--- src/rtl/regfile_wb_arbiter.sv ---
// Round-robin EXU/LSU write-back arbiter feeding a one-deep register-file write stage, plus a busy scoreboard.
// Grant at edge N commits at edge N+1; ready is combinational, at most one per cycle, never without its valid.
module regfile_wb_arbiter #(
  parameter int XLEN = 32,
  parameter int AW   = 5
) (
  input  logic            clk,
  input  logic            rst,
  input  logic            exu_valid,
  output logic            exu_ready,
  input  logic [AW-1:0]   exu_waddr,
  input  logic [XLEN-1:0] exu_wdata,
  input  logic            lsu_valid,
  output logic            lsu_ready,
  input  logic [AW-1:0]   lsu_waddr,
  input  logic [XLEN-1:0] lsu_wdata,
  output logic            rf_wen,
  output logic [AW-1:0]   rf_waddr,
  output logic [XLEN-1:0] rf_wdata,
  input  logic            issue_set,
  input  logic [AW-1:0]   issue_addr,
  input  logic [AW-1:0]   rs1_addr,
  input  logic [AW-1:0]   rs2_addr,
  output logic            rs1_busy,
  output logic            rs2_busy,
  output logic [31:0]     wb_cnt
);

  localparam int NREG = 1 << AW;

  logic            prio;
  logic            grant;
  logic [AW-1:0]   win_addr;
  logic [XLEN-1:0] win_data;
  logic [NREG-1:0] busy;
  logic [NREG-1:0] busy_nxt;

  // prio=0 favours EXU, prio=1 favours LSU; both readies are gated off while reset is held
  always_comb begin
    exu_ready = rst & exu_valid & (~lsu_valid | ~prio);
    lsu_ready = rst & lsu_valid & (~exu_valid | prio);
    grant     = exu_ready | lsu_ready;
    win_addr  = exu_ready ? exu_waddr : lsu_waddr;
    win_data  = exu_ready ? exu_wdata : lsu_wdata;
  end

  // A new issue to the register being committed wins: the newer writer is still pending
  always_comb begin
    busy_nxt = busy;
    if (rf_wen)
      busy_nxt[rf_waddr] = 1'b0;
    if (issue_set && (issue_addr != '0))
      busy_nxt[issue_addr] = 1'b1;
    busy_nxt[0] = 1'b0;
  end

  assign rs1_busy = busy[rs1_addr];
  assign rs2_busy = busy[rs2_addr];

  always_ff @(posedge clk or negedge rst) begin
    if (!rst) begin
      rf_wen   <= 1'b0;
      rf_waddr <= '0;
      rf_wdata <= '0;
      prio     <= 1'b0;
      busy     <= '0;
      wb_cnt   <= '0;
    end else begin
      if (grant) begin
        rf_waddr <= win_addr;
        rf_wdata <= win_data;
        rf_wen   <= (win_addr != '0);
        prio     <= exu_ready;
      end else begin
        rf_wen   <= 1'b0;
      end
      busy   <= busy_nxt;
      wb_cnt <= wb_cnt + {31'd0, rf_wen};
    end
  end

endmodule

--- config.mk ---
export PLATFORM = sky130hd
export DESIGN_NAME = regfile_wb_arbiter
export DESIGN_NICKNAME = d
export VERILOG_FILES = /design/src/rtl/regfile_wb_arbiter.sv
export SDC_FILE = /design/constraint.sdc
export NUM_CORES = 1
export LEC_CHECK = 0
export BUFFER_PORTS_ARGS = -buffer_cell sky130_fd_sc_hd__buf_2
export CORE_UTILIZATION = 35
export DETAILED_ROUTE_END_ITERATION = 7
export HOLD_SLACK_MARGIN = 0.08
export SYNTH_ARGS = -nofsm -noshare
export SYNTH_HDL_FRONTEND = slang
export SYNTH_SLANG_ARGS = --single-unit
export TNS_END_PERCENT = 20
--- constraint.sdc ---
create_clock -name clk -period 3.2 [get_ports clk]
set_clock_uncertainty 0.05 [all_clocks]
set_input_delay 0.64 -clock clk [delete_from_list [all_inputs] [get_ports clk]]
set_output_delay 0.64 -clock clk [all_outputs]
set_load 0.02 [all_outputs]
* After elaboration in Yosys (flattened, before gate mapping) *
Cells that the tools add are included.

cells by class
  reductions and logical operators = 5
  $add $sub $neg = 1
  magnitude comparators = 6
  multiplexer cells = 13
  bitwise operators = 13

operators with widths
  cell                number
  $mux 32             3
  $add 32x1->32       1
  $and 32x32->32      1
  $not 32->32         1
  $or 32x32->32       1
  $lt 5x6->1 const B  4
  $bmux 1 s5          2
  $demux 1 s5         2
  $ge 5x1->1 const B  2
  $reduce_bool 5->1   2
  $mux 1              5
  $mux 5              1
  $and 1x1->1         4
  $logic_and 1x1->1   3
  $not 1->1           3
  $or 1x1->1          3

word-level totals
  flip-flop bits (word level) = 102
  logic and storage cells = 44
  bits of input ports = 94
  output and inout port bits = 74

* Longest topological paths before layout *
Gate-level depths: netlist of run 1.

  word-level depth = 9
  depth in mapped cells = 6
  depth with buffers taken out = 6

* Worst setup path after synthesis of run 1 *
Ideal clock, no wire load.

  path kind = input to output
  start = in rs1_addr[0]
  end = out rs1_busy
  arrival = 1776 ps
  stages = 5
  setup slack = 734 ps
  data required time = 2510 ps
  path buffers = 1
  cell sequence = buf_2 > mux4_2 > nand2b_1 > o211ai_1 > nand4_1

on the way
  word-level cells in the longest chain between the ends = 2

ends and longest elaborated chain
  element                       RTL line  text
  from (decl)                   22        input logic [AW-1:0] rs1_addr,
  $bmux 1 s5                    57        assign rs1_busy = busy[rs1_addr];
  $mux 1 (implied by the code)  57
  to (decl)                     24        output logic rs1_busy,

Every way passes these cells. The select of a mux whose other input is x is not followed.

* Worst setup path in the final report of run 1 *
  start = in rs2_addr[0]
  end = out rs2_busy

on the way
  word-level cells in the longest chain between the ends = 2

ends and longest elaborated chain
  element                       RTL line  text
  from (decl)                   23        input logic [AW-1:0] rs2_addr,
  $bmux 1 s5                    58        assign rs2_busy = busy[rs2_addr];
  $mux 1 (implied by the code)  58
  to (decl)                     25        output logic rs2_busy,

Every way passes these cells. The select of a mux whose other input is x is not followed.

==> results of run 1 <==
worst max-delay path by stage:
| stage | end | slack, ns |
|---|---|---|
| final | rs2_busy | 0.66 |
| after global routing | rs2_busy | 0.52 |
| after CTS | rs2_busy | 0.64 |
| after detailed placement | rs2_busy | 0.65 |
| after global placement | rs2_busy | 0.65 |
| after floorplan | rs1_busy | 0.73 |
cell families after synthesis:
family | Yosys count
AO/OA/AOI/OAI | 120
XOR/XNOR | 30
adder cells (fa/ha/maj) | 2
buffers and inverters | 28
flip-flops | 102
multiplexers | 61
AND/OR/NAND/NOR | 143
sequential cells by signal, indices dropped and copies added (netlist names):
signal    cells
wb_cnt       32
rf_wdata     32
prio          1
busy         31
rf_waddr      5
rf_wen        1
critical path: cells and delay by family:
kind	cells	cell delay (ns)
AOI/OAI and AO/OA	1	0.10
buffers and inverters	2	0.34
muxes	1	0.50
and+or+nand+nor	2	0.25
area by class of cell:
class | count | area [um2] | share of cell area, %
inverters | 5 | 18.8 | 0.295
multi-input cells | 356 | 2420 | 38.0
well taps | 180 | 225 | 3.54
repair buffers | 170 | 861 | 13.5
flip-flops and latches | 102 | 2550 | 40.1
clock inverters | 3 | 17.5 | 0.275
clock buffers | 13 | 270 | 4.25
synth_stat cells:
cell type	n
o21ai_0	100
nand4_4	1
nand3b_1	10
a211oi_1	2
inv_1	5
o211ai_1	2
nand2_1	52
nor4b_4	1
mux4_2	6
nor4_4	1
and3_1	6
dfrtp_1	102
or3_1	2
nor2_1	9
ha_1	2
or3b_1	2
and2_1	1
nor2b_1	4
buf_6	1
a311oi_1	1
xor2_1	4
nand2b_1	4
nor3_4	1
nand3_1	26
clkbuf_1	11
nand4_1	13
mux2i_1	55
a21oi_1	8
xnor2_1	26
and4_1	1
buf_2	11
a22oi_1	4
nor3_1	4
a31oi_1	1
or3b_2	4
or4_1	1
o2111ai_1	2
power by group:
group          internal, W  switching [W]  leakage, nW  total (W)
Sequential         0.00154       0.000256         1.23    0.00180
Combinational     0.000375       0.000493         1.77   0.000868
Clock             0.000589       0.000466        0.142    0.00106
Total              0.00251        0.00121         3.15    0.00372
layer usage:
layer / wire length, um / vias up
met1: 5940 / 2111
li1: - / 2065
met2: 6950 / 156
met4: 131 / 0
met5: 0 / -
met3: 890 / 7
per-stage QoR:
stage          setup WS [ns]  instances
5_1_grt                0.519        829
4_1_cts                0.644        829
2_1_floorplan          0.734        486
3_3_place_gp           0.650        813
3_5_place_dp           0.649        813
6_report               0.662        829
==> flow_summary.json, run 1 <==
{
  "status": "finished clean",
  "core_um2": 14000,
  "r2r_cells": 6,
  "met1_usage_pct": 23.4,
  "fin_setup_tns_ns": 0,
  "antenna_found_initial": 0,
  "grt_max_degree": 77,
  "die_area_um2": 15000,
  "synth.avg_cell_area_um2": 10.4,
  "syn_nets": 582,
  "max_stage_delay_ns": 0.50,
  "crit_slowest_cell": "mux4_2",
  "synth_area_leader_cell": "dfrtp_1",
  "grt_usage_pct": 19.2,
  "min-delay-path-class": "input port to async pin",
  "drt_iter0_markers": 196,
  "ant_nets": 0,
  "numClockSinks": 102,
  "area_growth_pct": 25.3,
  "h-tree-depth": 3,
  "synthMuxAreaShare_pct": 13.5,
  "critPathLaunch": "rs2_addr[0]",
  "grt_busiest_layer": "met2",
  "vdd_drop_max_mv": 0.220,
  "worstMarginPinSlew_ns": 1.07,
  "yosys.area_share.xor_xnor_pct": 5.17,
  "powerDensity_nw_per_um2": 585,
  "drc": 0,
  "synth_top_family_by_area": "simple AND/OR/NAND/NOR gates",
  "finalNetCount": 740,
  "cts_root_buf": "clkbuf_16",
  "crit_path_end_kind": "primary output",
  "cts_buffers": 9,
  "timing.max_cap.violations": 0,
  "drive_gt1_share_pct": 31.0,
  "design_area_um2": 6360,
  "postCtsSetupBuffers": 0,
  "clk_pin_slew_ns": 0.07,
  "cpMostUsedCell": "buf_2",
  "max_slew_margin_pct": 28.7,
  "synth_top_area_share_pct": 50.3,
  "rsz0062_at_grt": "no",
  "place.detailed.hpwl_um": 10500,
  "grt-ovfl-total": 0,
  "synthTopCellsByArea": "dfrtp_1 (50%), mux2i_1 (11%), o21ai_0 (9.9%), xnor2_1 (4.5%), nand2_1 (3.8%)",
  "finalPower_w": 0.00372,
  "finalSetupViolCount": 0,
  "nFillCells": 1353,
  "r2r_end": "wb_cnt[20]",
  "ctsResizeCount": 0,
  "syn-cell-area_um2": 5080,
  "n_antenna_cell": 0,
  "hold_buffers": 0,
  "seq_area_frac_synth_pct": 50.3,
  "r2r_start": "rf_wen",
  "rows": 43,
  "first_pass_iters": 4,
  "io_buffer_count": 167,
  "fin_crit_sh_pct": 79.3,
  "layout_commonest_cell": "buf_2",
  "required_ns": 2.51,
  "final_max_slew_viol_count": 0,
  "gp_routability_congestion": 0.819,
  "clk_path_buf_depth": 2,
  "io_pins": 168,
  "placed_area_um2": 6070,
  "route.detailed.wl_per_inst_um": 16.8,
  "final_cell_mix": "buf_2 (166), dfrtp_1 (102), o21ai_0 (99)",
  "start_kind": "input port",
  "critPathKind": "input port to primary output",
  "synthAdderAreaFrac_pct": 0.493,
  "grt_pass1_vias": 4401,
  "die_h_um": 122,
  "viasPerCell": 5.23,
  "use_met3_pct": 4.60,
  "hold_violations": 0,
  "whs_ns": 0.180,
  "grt_use_met2_pct": 33.1,
  "period_minus_slack_ns": 2.54,
  "synth_warnings": 0,
  "synthCells": 486,
  "synthSimpleGateAreaFrac_pct": 15.6,
  "cp_max_fo": 7,
  "clk_latency_ns": 0.34,
  "ys_ff_latch": 102,
  "synth-compound-area-share_pct": 12.5,
  "route.vias.total": 4339,
  "fmax_ghz": 0.394,
  "routed_wl_um": 13900,
  "chipWidth_um": 122,
  "crit_chain": "buf_2, mux4_2, nand2b_1, o2111ai_1, nand4_1, buf_2",
  "grt_pass1_wl_um": 22100,
  "initial_core_util_pct": 36.2,
  "yosys.cell_types.count": 37,
  "post-route-util_pct": 45.3,
  "cts_tree": "done",
  "p_leak_nw": 3.15,
  "cp.arrival_ns": 1.85,
  "r2r_setup_slack_ns": 1.06
}
Power figures use the tool's default switching activity.
==> inputs of run 2 (changes only) <==
==> constraint.sdc (replaced) <==
create_clock -name clk -period 2.24 [get_ports clk]
set_clock_uncertainty 0.05 [all_clocks]
set_input_delay 0.448 -clock clk [delete_from_list [all_inputs] [get_ports clk]]
set_output_delay 0.448 -clock clk [all_outputs]
set_load 0.02 [all_outputs]
==> run 2 against run 1 <==
Net effect:
- the run now ends with negative setup slack left
- sequential share of layout area is 0.81 points lower
- clock power rose by 50%
- critical path type is now register to primary output
- critical endpoint is now rs1_busy
- utilization up 0.94 points
- cell count increased by 0.97%
==> flow_summary.json, run 2 (synthesized netlist as in run 1, its figures left out) <==
{
  "status": "finished with violations",
  "violations": "negative setup slack",
  "clk_path_buf_depth": 2,
  "place.detailed.hpwl_um": 10300,
  "layout_commonest_cell": "buf_2",
  "timing.max_cap.violations": 0,
  "h-tree-depth": 3,
  "pwr-share-seq_pct": 47.1,
  "route.detailed.wl_per_inst_um": 16.3,
  "whs_ns": 0.323,
  "grt_max_degree": 85,
  "grt_usage_pct": 19.1,
  "cp.arrival_ns": 1.76,
  "antenna_found_initial": 1,
  "fin_crit_sh_pct": 101,
  "drt_iter0_markers": 154,
  "max_slew_margin_pct": 69.4,
  "ant_nets": 0,
  "grt_pass1_wl_um": 22100,
  "combPwrFrac_pct": 23.6,
  "cp_max_fo": 3,
  "first_pass_iters": 4,
  "pwr-share-clk_pct": 29.3,
  "setup_ws_ns": -0.0175,
  "hold_violations": 0,
  "routed_wl_um": 13600,
  "cts_buffers": 9,
  "powerDensity_nw_per_um2": 835,
  "crit_chain": "mux4_2, nand2b_4, o211ai_1, nand4_1, buf_4",
  "area_growth_pct": 27.8,
  "required_ns": 1.74,
  "period_minus_slack_ns": 2.26,
  "fin_setup_tns_ns": -0.0175,
  "crit_slowest_cell": "mux4_2",
  "finalNetCount": 747,
  "crit_path_end_kind": "primary output",
  "placed_cells": 819,
  "grt-ovfl-total": 0,
  "fmax_ghz": 0.443,
  "netSwitchingFraction_pct": 32.7,
  "final_max_slew_viol_count": 0,
  "route.vias.total": 4369,
  "drive_gt1_share_pct": 32.5,
  "finalSetupViolCount": 1,
  "p_switching_w": 0.00177,
  "clk_latency_ns": 0.34,
  "grt_pass1_vias": 4458,
  "crit_family": "multiplexers",
  "p_leak_nw": 3.23,
  "reg_top3": "rf_wdata (32), wb_cnt (32), busy (31)",
  "rsz0062_at_grt": "yes",
  "rows": 43,
  "final_cells": 837,
  "min-delay-path-class": "input port to register",
  "chipWidth_um": 122,
  "initial_core_util_pct": 36.2,
  "gp_routability_congestion": 0.793,
  "io_buffer_count": 167,
  "vdd_drop_max_mv": 0.324,
  "die_h_um": 122,
  "numClockSinks": 102,
  "start_kind": "register",
  "drc": 0,
  "max_stage_delay_ns": 0.47,
  "viasPerCell": 5.22,
  "core_um2": 14000,
  "cts_tree": "done",
  "die_area_um2": 15000,
  "worstMarginPinSlew_ns": 0.455,
  "cts_root_buf": "clkbuf_16",
  "clk_pin_slew_ns": 0.07,
  "critPathKind": "register to primary output",
  "post-place-ws_ns": 0.0311,
  "p_int_w": 0.00365,
  "io_pins": 168,
  "cp_num_buf_inv": 1,
  "final_cell_mix": "buf_2 (164), dfrtp_1 (102), o21ai_0 (99)"
}
-- run 2: cell count changes in the layout (fill, tap and decap cells not counted), moves of 2 or more --
cell,change
buf_4,+6
nand2b_1,-4
nand2b_4,+4
clkbuf_8,-3
buf_2,-2
inv_6,+2
o2111ai_1,-2
o2111ai_2,+2
-- run 2: timing repair --
action / 4_1_cts / 5_1_grt
buffers inserted: 0 / 0
setup endpoints to repair: 2 / 3
pin swaps: 5 / 2
hold buffers: 1 / 0
hold endpoints to repair: 5 / 0
gates resized for setup: 8 / 1
-- run 2: path summary, 6_finish.rpt --
path / startpoint / end / slack (ns) / depth (start not counted)
worst max register to register: rf_wen / wb_cnt[16] / 0.26 / 7
worst min-delay path: lsu_valid / prio / 0.32 / 2
max in group asynchronous: rst / busy[11] / 1.08 / 3
worst max-delay path: busy[7] / rs1_busy / -0.02 / 5
worst min register to register: rf_wdata[25] / rf_wdata[25] / 0.42 / 2
min in group asynchronous: rst / prio / 0.66 / 3
-- run 2: power groups by stage --
stage          Sequential (W)  Combinational, W  Clock, W
2_1_floorplan         0.00263          0.000646         0
3_3_place_gp          0.00258           0.00121         0
3_5_place_dp          0.00258           0.00125         0
4_1_cts               0.00255           0.00129   0.00161
5_1_grt               0.00261           0.00143   0.00169
6_report              0.00255           0.00128   0.00159
-- run 2: layout make-up --
| class | count | area [um2] |
|---|---|---|
| Antenna cell | 1 | 2.50 |
| Clock buffer | 10 | 229 |
| Clock inverter | 6 | 68.8 |
| Fill cell | 1320 | 7550 |
| Inverter | 5 | 18.8 |
| Multi-Input combinational cell | 356 | 2460 |
| Sequential cell | 102 | 2550 |
| Tap cell | 180 | 225 |
| Timing Repair Buffer | 177 | 937 |
-- run 2: through the flow --
step           utilization [%]  total power [W]  cell area, um2
2_1_floorplan                -          0.00328            5080
3_3_place_gp              43.7          0.00379            6130
3_5_place_dp              43.7          0.00383            6130
4_1_cts                   46.2          0.00546            6490
5_1_grt                   46.2          0.00572            6490
6_report                  46.2          0.00542            6490
-- run 2: per-layer routing --
layer | vias up | wire (um) | share of wire (%) | track usage [%]
li1 | 2083 | - | - | -
met1 | 2113 | 5810 | 43 | 24.5
met2 | 157 | 6750 | 50 | 32.2
met3 | 16 | 765 | 5.6 | 2.88
met4 | 0 | 296 | 2.2 | 7.85
met5 | - | 0 | 0 | 0
